<file path="src/rtl/list_length_walker.sv">
// Walks a linked list in data memory from a head pointer, streaming each node pointer and counting nodes.
// Optional macro LIST_WALK_PREV_CHECK_EN adds a back-pointer consistency check on every non-head node.
module list_length_walker #(
    parameter int WORD_SIZE   = 24,
    parameter int LEN_WIDTH   = 16,
    parameter int NEXT_OFFSET = 0,
    parameter int PREV_OFFSET = 1
) (
    input  logic                 i_clk,
    input  logic                 i_rst_n,
    input  logic                 i_start,
    input  logic [WORD_SIZE-1:0] i_head_ptr,
    output logic                 o_mem_rd_en,
    output logic [WORD_SIZE-1:0] o_mem_addr,
    input  logic                 i_mem_rd_valid,
    input  logic [WORD_SIZE-1:0] i_mem_rd_data,
    output logic [WORD_SIZE-1:0] o_pc,
    output logic                 o_pc_valid,
    output logic [LEN_WIDTH-1:0] o_length,
    output logic                 o_busy,
    output logic                 o_done,
    output logic                 o_err
);

    typedef enum logic [2:0] {
        S_IDLE      = 3'd0,
        S_REQ_NEXT  = 3'd1,
        S_WAIT_NEXT = 3'd2,
`ifdef LIST_WALK_PREV_CHECK_EN
        S_REQ_PREV  = 3'd3,
        S_WAIT_PREV = 3'd4,
`endif
        S_DONE      = 3'd5
    } state_t;

    localparam logic [LEN_WIDTH-1:0] LEN_MAX  = '1;
    localparam logic [WORD_SIZE-1:0] NEXT_OFF = WORD_SIZE'(NEXT_OFFSET);
    localparam logic [WORD_SIZE-1:0] PREV_OFF = WORD_SIZE'(PREV_OFFSET);

    state_t               state_q, state_d;
    logic [WORD_SIZE-1:0] pc_q, pc_d;
    logic [LEN_WIDTH-1:0] length_q, length_d;
    logic                 pc_valid_q, pc_valid_d;
    logic                 busy_q, busy_d;
    logic                 err_q, err_d;
    logic                 rd_prev_field;
`ifdef LIST_WALK_PREV_CHECK_EN
    logic [WORD_SIZE-1:0] prev_ptr_q, prev_ptr_d;
`endif

    always_comb begin
        state_d       = state_q;
        pc_d          = pc_q;
        length_d      = length_q;
        pc_valid_d    = 1'b0;
        busy_d        = busy_q;
        err_d         = err_q;
        rd_prev_field = 1'b0;
        o_mem_rd_en   = 1'b0;
        o_mem_addr    = '0;
        o_done        = 1'b0;
`ifdef LIST_WALK_PREV_CHECK_EN
        prev_ptr_d    = prev_ptr_q;
`endif

        case (state_q)
            S_IDLE: begin
                if (i_start) begin
                    pc_d       = i_head_ptr;
                    pc_valid_d = 1'b1;
                    length_d   = '0;
                    err_d      = 1'b0;
                    busy_d     = 1'b1;
                    state_d    = (i_head_ptr == '0) ? S_DONE : S_REQ_NEXT;
                end
            end
            S_REQ_NEXT: begin
                o_mem_rd_en = 1'b1;
                state_d     = S_WAIT_NEXT;
            end
            S_WAIT_NEXT: begin
                if (i_mem_rd_valid) begin
                    pc_d       = i_mem_rd_data;
                    pc_valid_d = 1'b1;
`ifdef LIST_WALK_PREV_CHECK_EN
                    prev_ptr_d = pc_q;
`endif
                    // A full counter means the list is too long or cyclic: saturate and stop.
                    if (length_q == LEN_MAX) begin
                        err_d   = 1'b1;
                        state_d = S_DONE;
                    end else begin
                        length_d = length_q + LEN_WIDTH'(1);
                        if (i_mem_rd_data == '0) begin
                            state_d = S_DONE;
                        end else begin
`ifdef LIST_WALK_PREV_CHECK_EN
                            state_d = S_REQ_PREV;
`else
                            state_d = S_REQ_NEXT;
`endif
                        end
                    end
                end
            end
`ifdef LIST_WALK_PREV_CHECK_EN
            S_REQ_PREV: begin
                o_mem_rd_en   = 1'b1;
                rd_prev_field = 1'b1;
                state_d       = S_WAIT_PREV;
            end
            S_WAIT_PREV: begin
                if (i_mem_rd_valid) begin
                    if (i_mem_rd_data != prev_ptr_q) begin
                        err_d   = 1'b1;
                        state_d = S_DONE;
                    end else begin
                        state_d = S_REQ_NEXT;
                    end
                end
            end
`endif
            S_DONE: begin
                o_done  = 1'b1;
                busy_d  = 1'b0;
                state_d = S_IDLE;
            end
            default: state_d = S_IDLE;
        endcase

        if (o_mem_rd_en) begin
            o_mem_addr = pc_q + (rd_prev_field ? PREV_OFF : NEXT_OFF);
        end
    end

    always_ff @(posedge i_clk or negedge i_rst_n) begin
        if (!i_rst_n) begin
            state_q    <= S_IDLE;
            pc_q       <= '0;
            length_q   <= '0;
            pc_valid_q <= 1'b0;
            busy_q     <= 1'b0;
            err_q      <= 1'b0;
`ifdef LIST_WALK_PREV_CHECK_EN
            prev_ptr_q <= '0;
`endif
        end else begin
            state_q    <= state_d;
            pc_q       <= pc_d;
            length_q   <= length_d;
            pc_valid_q <= pc_valid_d;
            busy_q     <= busy_d;
            err_q      <= err_d;
`ifdef LIST_WALK_PREV_CHECK_EN
            prev_ptr_q <= prev_ptr_d;
`endif
        end
    end

    assign o_pc       = pc_q;
    assign o_pc_valid = pc_valid_q;
    assign o_length   = length_q;
    assign o_busy     = busy_q;
    assign o_err      = err_q;

endmodule
</file>
<file path="config.mk">
export PLATFORM = sky130hd
export DESIGN_NAME = list_length_walker
export DESIGN_NICKNAME = d
export VERILOG_FILES = /design/src/rtl/list_length_walker.sv
export SDC_FILE = /design/constraint.sdc
export NUM_CORES = 1
export LEC_CHECK = 0
export BUFFER_PORTS_ARGS = -buffer_cell sky130_fd_sc_hd__clkbuf_2
export CORE_MARGIN = 2
export CORE_UTILIZATION = 40
export DETAILED_ROUTE_END_ITERATION = 8
export GPL_ROUTABILITY_DRIVEN = 0
export PLACE_DENSITY = 0.73
export SETUP_SLACK_MARGIN = 0.5
export SYNTH_ARGS = -nofsm -noshare
export SYNTH_HDL_FRONTEND = slang
export SYNTH_SLANG_ARGS = --single-unit
</file>
<file path="constraint.sdc">
create_clock -name i_clk -period 2.15 [get_ports i_clk]
set_clock_uncertainty 0.1 [all_clocks]
set_input_delay 0.215 -clock i_clk [delete_from_list [all_inputs] [get_ports i_clk]]
set_output_delay 0.215 -clock i_clk [all_outputs]
set_load 0.1 [all_outputs]
</file>
# Word-level counts from Yosys, hierarchy flattened
# Cells that the tools add are included.
[totals]
register_bits = 46
inputBits = 52
out_inout_bits = 69
wordCells = 50
[classes]
add_sub_neg = 1
n_eq_ne = 8
mux = 25
n_reduce_logical = 10
[ops]
columns = ["op", "n"]
rows = [
  ["$mux 24", 3],
  ["$logic_not 24->1", 2],
  ["$mux 16", 3],
  ["$pmux 24 s2", 1],
  ["$pmux 16 s2", 1],
  ["$add 16x1->16 const B", 1],
  ["$eq 16x16->1 const B", 1],
  ["$mux 3", 5],
  ["$pmux 3 s3", 1],
  ["$mux 1", 8],
  ["$ne 2x2->1 const B", 4],
  ["$reduce_and 4->1", 2],
  ["$pmux 1 s2", 3],
  ["$reduce_and 2->1", 2],
  ["$reduce_bool 2->1", 2],
  ["$eq 3x1->1 const B", 1],
  ["$eq 3x2->1 const B", 1],
  ["$eq 3x3->1 const B", 1],
  ["$logic_not 3->1", 1],
  ["$reduce_and 3->1", 1],
]

# Depth between registers and ports, before layout
[depth]
depth_word = 5
depth_mapped = 7
ltp_nobuf = 6

# Worst setup path before layout
# OpenSTA, ideal clock, no wires.
[synth_path]
path_kind = "register to output"
startpoint = "reg state_q[1]"
endpoint = "out o_mem_addr[15]"
arrival_time_ns = 2.751
required_ns = 1.835
path_slack_ns = -0.916
path_stages_with_launch = 4
path_buffers = 1
cell_sequence = "dfrtp_1 -> nor3b_1 -> clkbuf_1 -> and2_1"
[synth_via]
elab_chain_len = 3
[synth_lines]
columns = ["item", "line", "source"]
rows = [
  ["start, declared", "40", "state_t state_q, state_d;"],
  ["start signal, assigned", "148", "state_q <= state_d;"],
  ["$eq 3x1->1", "66", "case (state_q)"],
  ["$mux 1", "66", ""],
  ["net o_mem_rd_en", "13", "output logic o_mem_rd_en,"],
  ["$mux 24", "131", "if (o_mem_rd_en) begin"],
  ["end, declared", "14", "output logic [WORD_SIZE-1:0] o_mem_addr,"],
]
# The timed path passes the listed nets, and every way through them passes these cells.

# Worst setup path after layout
[layout_path]
startpoint = "reg state_q[0]"
endpoint = "reg length_q[5], in the netlist o_length[5]"
[layout_via]
elab_chain_len = 3
elab_cells_between_ends = 8
classes_between = "eq/ne: 4; mux: 1; reduce/logical: 3"
[layout_lines]
columns = ["item", "line", "source"]
rows = [
  ["$eq 3x2->1 or $logic_not 3->1 (tied branches)", "66", ""],
  ["$ne 2x2->1 (no source line) or $reduce_bool 2->1 (tied branches)", "--", ""],
  ["$reduce_and 4->1 (no source line)", "--", ""],
  ["end signal, assigned", "150", "length_q <= length_d;"],
  ["end, declared", "42", "logic [LEN_WIDTH-1:0] length_q, length_d;"],
]
# Several ways; a longest one is shown, not always the timed one.
# A chain may end at the register's enable or synchronous reset.

==> results by group <==
Pwr
  – Max rail drop VDD: 0.00166 V
  – Share of power burned in registers: 17.4%
  – Cell-internal power: 3.26 mW
  – P_leak: 2.09 nW
  – P_sw: 4.81 mW
  – Combinational power share: 75.7%
  – Switching part of the total power: 59.6%
  – PwrDens: 1790 mW/mm^2
  – Clk pwr share: 6.8%
  – Final Total Pwr: 8.07 mW

Logic synthesis
  – Top cells by area, synth: dfrtp_1 (46%), nand2_1 (9.6%), a31oi_1 (6.5%)
  – Synth async-reset ratio: 100%
  – Area leader, netlist: dfrtp_1
  – Synth top area share: 45.9%
  – Post-synth EDFFs: 0
  – Sequential fraction of the synthesis area: 45.9%
  – Post-synth net total: 348
  – Simple-gate share of the synthesized area: 34.1%
  – Synth Area in XOR/XNOR: 1.05%
  – Main combinational cell family by area after synthesis: simple AND/OR/NAND/NOR gates
  – Mux share of post-synthesis cell area: 1.20%
  – Mean Syn Cell Area: 8.50 sq um
  – Top post-synthesis cells by count: nand2_1 (64), dfrtp_1 (46), nor2_1 (32), a31oi_1 (26), and2_1 (24)
  – Mapped Area: 0.00251 sq mm
  – Cells after Synth: 295
  – Unique masters post-synth: 44
  – Register bit total from synthesis: 46
  – Post-Synth Adder-Cell Area: 0.499%
  – Ys flop type: dfrtp_1
  – Post-synthesis compound-gate area fraction: 13.4%
  – Synth warn: 0
  – Most common cell in the netlist: nand2_1

CTS
  – CTS Buf Count: 5
  – Clock Sink Count: 46
  – Clk buf depth: 2
  – Root buffer cell: clkbuf_8
  – CTS H-tree lvls: 2
  – Clk pin slew, worst setup/hold paths: 0.09 ns
  – CTS tree: built
  – Skew-Pair Late Insertion Delay: 0.31 ns

Timing
  – Fin. Hold Viols: 0
  – Setup TNS: 0 ns
  – RSZ-0062 raised after global routing: yes
  – Final Max Tran Viols: 0
  – Final setup viols: 0
  – Final Cycle Share: 92.5%
  – Final min period: 1.99 ns
  – Least-Margin Pin Slew: 0.601 ns
  – Fmax: 0.503 GHz
  – Max-slew headroom: 59.9%
  – Hold_ws: 0.0481 ns

Worst setup path
  – CP peak stage delay: 0.44 ns
  – CP max-delay cell: or3b_4
  – R2r worst-path depth: 7
  – Crit-path max FO: 7
  – CP Data Arrival Time: 2.09 ns
  – CP cell instances: buf_6 -> or3b_4 -> nor2_4 -> a21o_4 -> buf_6 -> nor4_2 -> o21a_1
  – Crit Path Class: flop to flop
  – Required time worst endpoint: 2.25 ns
  – Flop-to-flop setup slack: 0.16 ns
  – CP delay by family, top: simple AND/OR/NAND/NOR gates
  – Crit. End Element: flop
  – R2R Path End: o_length[5]
  – Worst path bufs/invs: 2
  – Critical path startpoint category: flop
  – CP dominant cell by count: buf_6
  – Crit Reg-Reg Startpoint: state_q[0]

Global routing
  – GRT Total Usage: 25.0%
  – Global route overflow: 0
  – Largest net degree at the start of global routing: 50
  – Vias in the first global route: 2822
  – Initial antenna violation count: 0
  – First-pass GRT wire length: 14100 microns

Cells and area
  – Design area: 0.00450 sq mm
  – Layout cells sized above 1: 59.1%
  – N_diodes: 0
  – Fin cells: 540
  – Final net count: 517
  – Synthesis-to-layout area growth: 79.3%

Drt
  – Pre-antenna DRT Iters: 5
  – Post-route ant nets: 0
  – First DRT Iteration DRCs: 317
  – Number of vias per cell: 5.84
  – Drt wl/cell: 18.7 microns
  – DRC: 0
  – Vias after detailed routing: 3153
  – Drt total wl: 10100 microns

Place
  – Detailed placement HPWL: 6190 microns
  – Post-DP Area: 0.00378 sq mm
  – Inst Count DP: 488
  – Port bufs: 120

Hold path
  – Worst hold path depth: 3
  – Type of the worst min-delay path: primary input to flop
  – Worst Hold Launch: i_mem_rd_data[1]
  – Worst Hold Path EP: o_pc[1]

Die
  – Io pins: 121
  – Core Area: 0.00599 sq mm
  – Die Span X: 83.2 microns
  – Die height: 83.2 microns
  – Initial Util: 41.9%
  – Die ar.: 0.00692 sq mm
  – FP Rows: 28

Outcome
  – Status: completed

Job
  – Max cap viols: 0
-- state kept, by name (all words and copies together), names as in the netlist --
name        flops
o_pc           24
o_length       16
state_q         3
o_busy          1
o_err           1
o_pc_valid      1
-- kinds of logic after synthesis --
family | after synthesis
AO/OA/AOI/OAI | 52
XOR/XNOR | 3
adder cells (fa/ha/maj) | 1
buffers and inverters | 19
flip-flops | 46
multiplexers | 3
AND/OR/NAND/NOR | 171
-- how the worst max path moves through the flow --
stage                      from            end  slack [ns]  cells past startpoint
CTS                  state_q[1]  o_mem_addr[3]        0.19                      6
detailed placement   state_q[2]    o_length[5]        0.17                      5
finish               state_q[0]    o_length[5]        0.16                      7
floorplan           o_length[2]    o_length[5]        0.08                      6
global placement     state_q[2]    o_length[5]        0.25                      5
global route         state_q[0]    o_length[6]        0.10                      7
-- layout by cell type, fill, tap and decap left out, drive strengths merged, types with 3 or more instances in the layout --
cell type | synthesis | final
and2 | 24 | 24
dfrtp | 46 | 46
xnor2 | 3 | 3
inv | 4 | 4
nand2 | 64 | 64
nor3 | 3 | 3
clkbuf | 10 | 99
or4 | 3 | 3
nor2 | 33 | 33
buf | 5 | 84
mux2i | 3 | 3
o21ai | 6 | 6
a21oi | 6 | 6
nand4 | 7 | 7
nor4 | 15 | 15
a31oi | 26 | 26
nand3 | 8 | 8
-- cell type report --
cell class	count	area (sq um)
timing repair buffer	177	1570
sequential	46	1230
clock buffer	7	86.3
fill	383	1500
inverter	4	15.0
tap	75	93.8
clock inverter	1	5.00
multi-input combinational	230	1500
-- what timing repair did --
item	in CTS	in global routing
endpoints found under the setup margin	67	75
hold buffers	1	0
gates cloned	1	2
endpoints found under the hold margin	22	0
setup buffers	19	21
pin swaps	9	26
gates resized for setup	31	33
-- routing by layer --
layer  vias up  part of all wire [%]  global-route usage [%]
met5         -                     0                       0
met4         0                   3.2                    7.30
met3        35                   7.3                    5.37
met2       187                    51                    43.3
met1      1545                    39                    31.4
li1       1386                     -                       -
-- per-stage QoR --
step,worst slack [ns],utilization (%)
floorplan,0.0821,-
global placement,0.249,63.2
detailed placement,0.166,63.2
CTS,0.194,69.9
global route,0.103,75.0
finish,0.162,75.0
-- worst register-to-register path: cells and delay by family, from the launching register on --
family,cells,cell delay (ns)
AOI/OAI and AO/OA,2,0.37
buffers and inverters,2,0.29
DFF,1,0.42
and+or+nand+nor,3,0.72
-- power by group through the flow --
stage | clock [mW] | sequential [mW] | combinational, mW
2_1_floorplan | 0 | 3.17 | 2.31
3_3_place_gp | 0 | 1.40 | 5.44
3_5_place_dp | 0 | 1.43 | 5.49
4_1_cts | 0.559 | 1.40 | 5.74
5_1_grt | 0.597 | 1.45 | 6.29
6_report | 0.553 | 1.41 | 6.11
No activity file was read; power rests on OpenSTA's default activity.
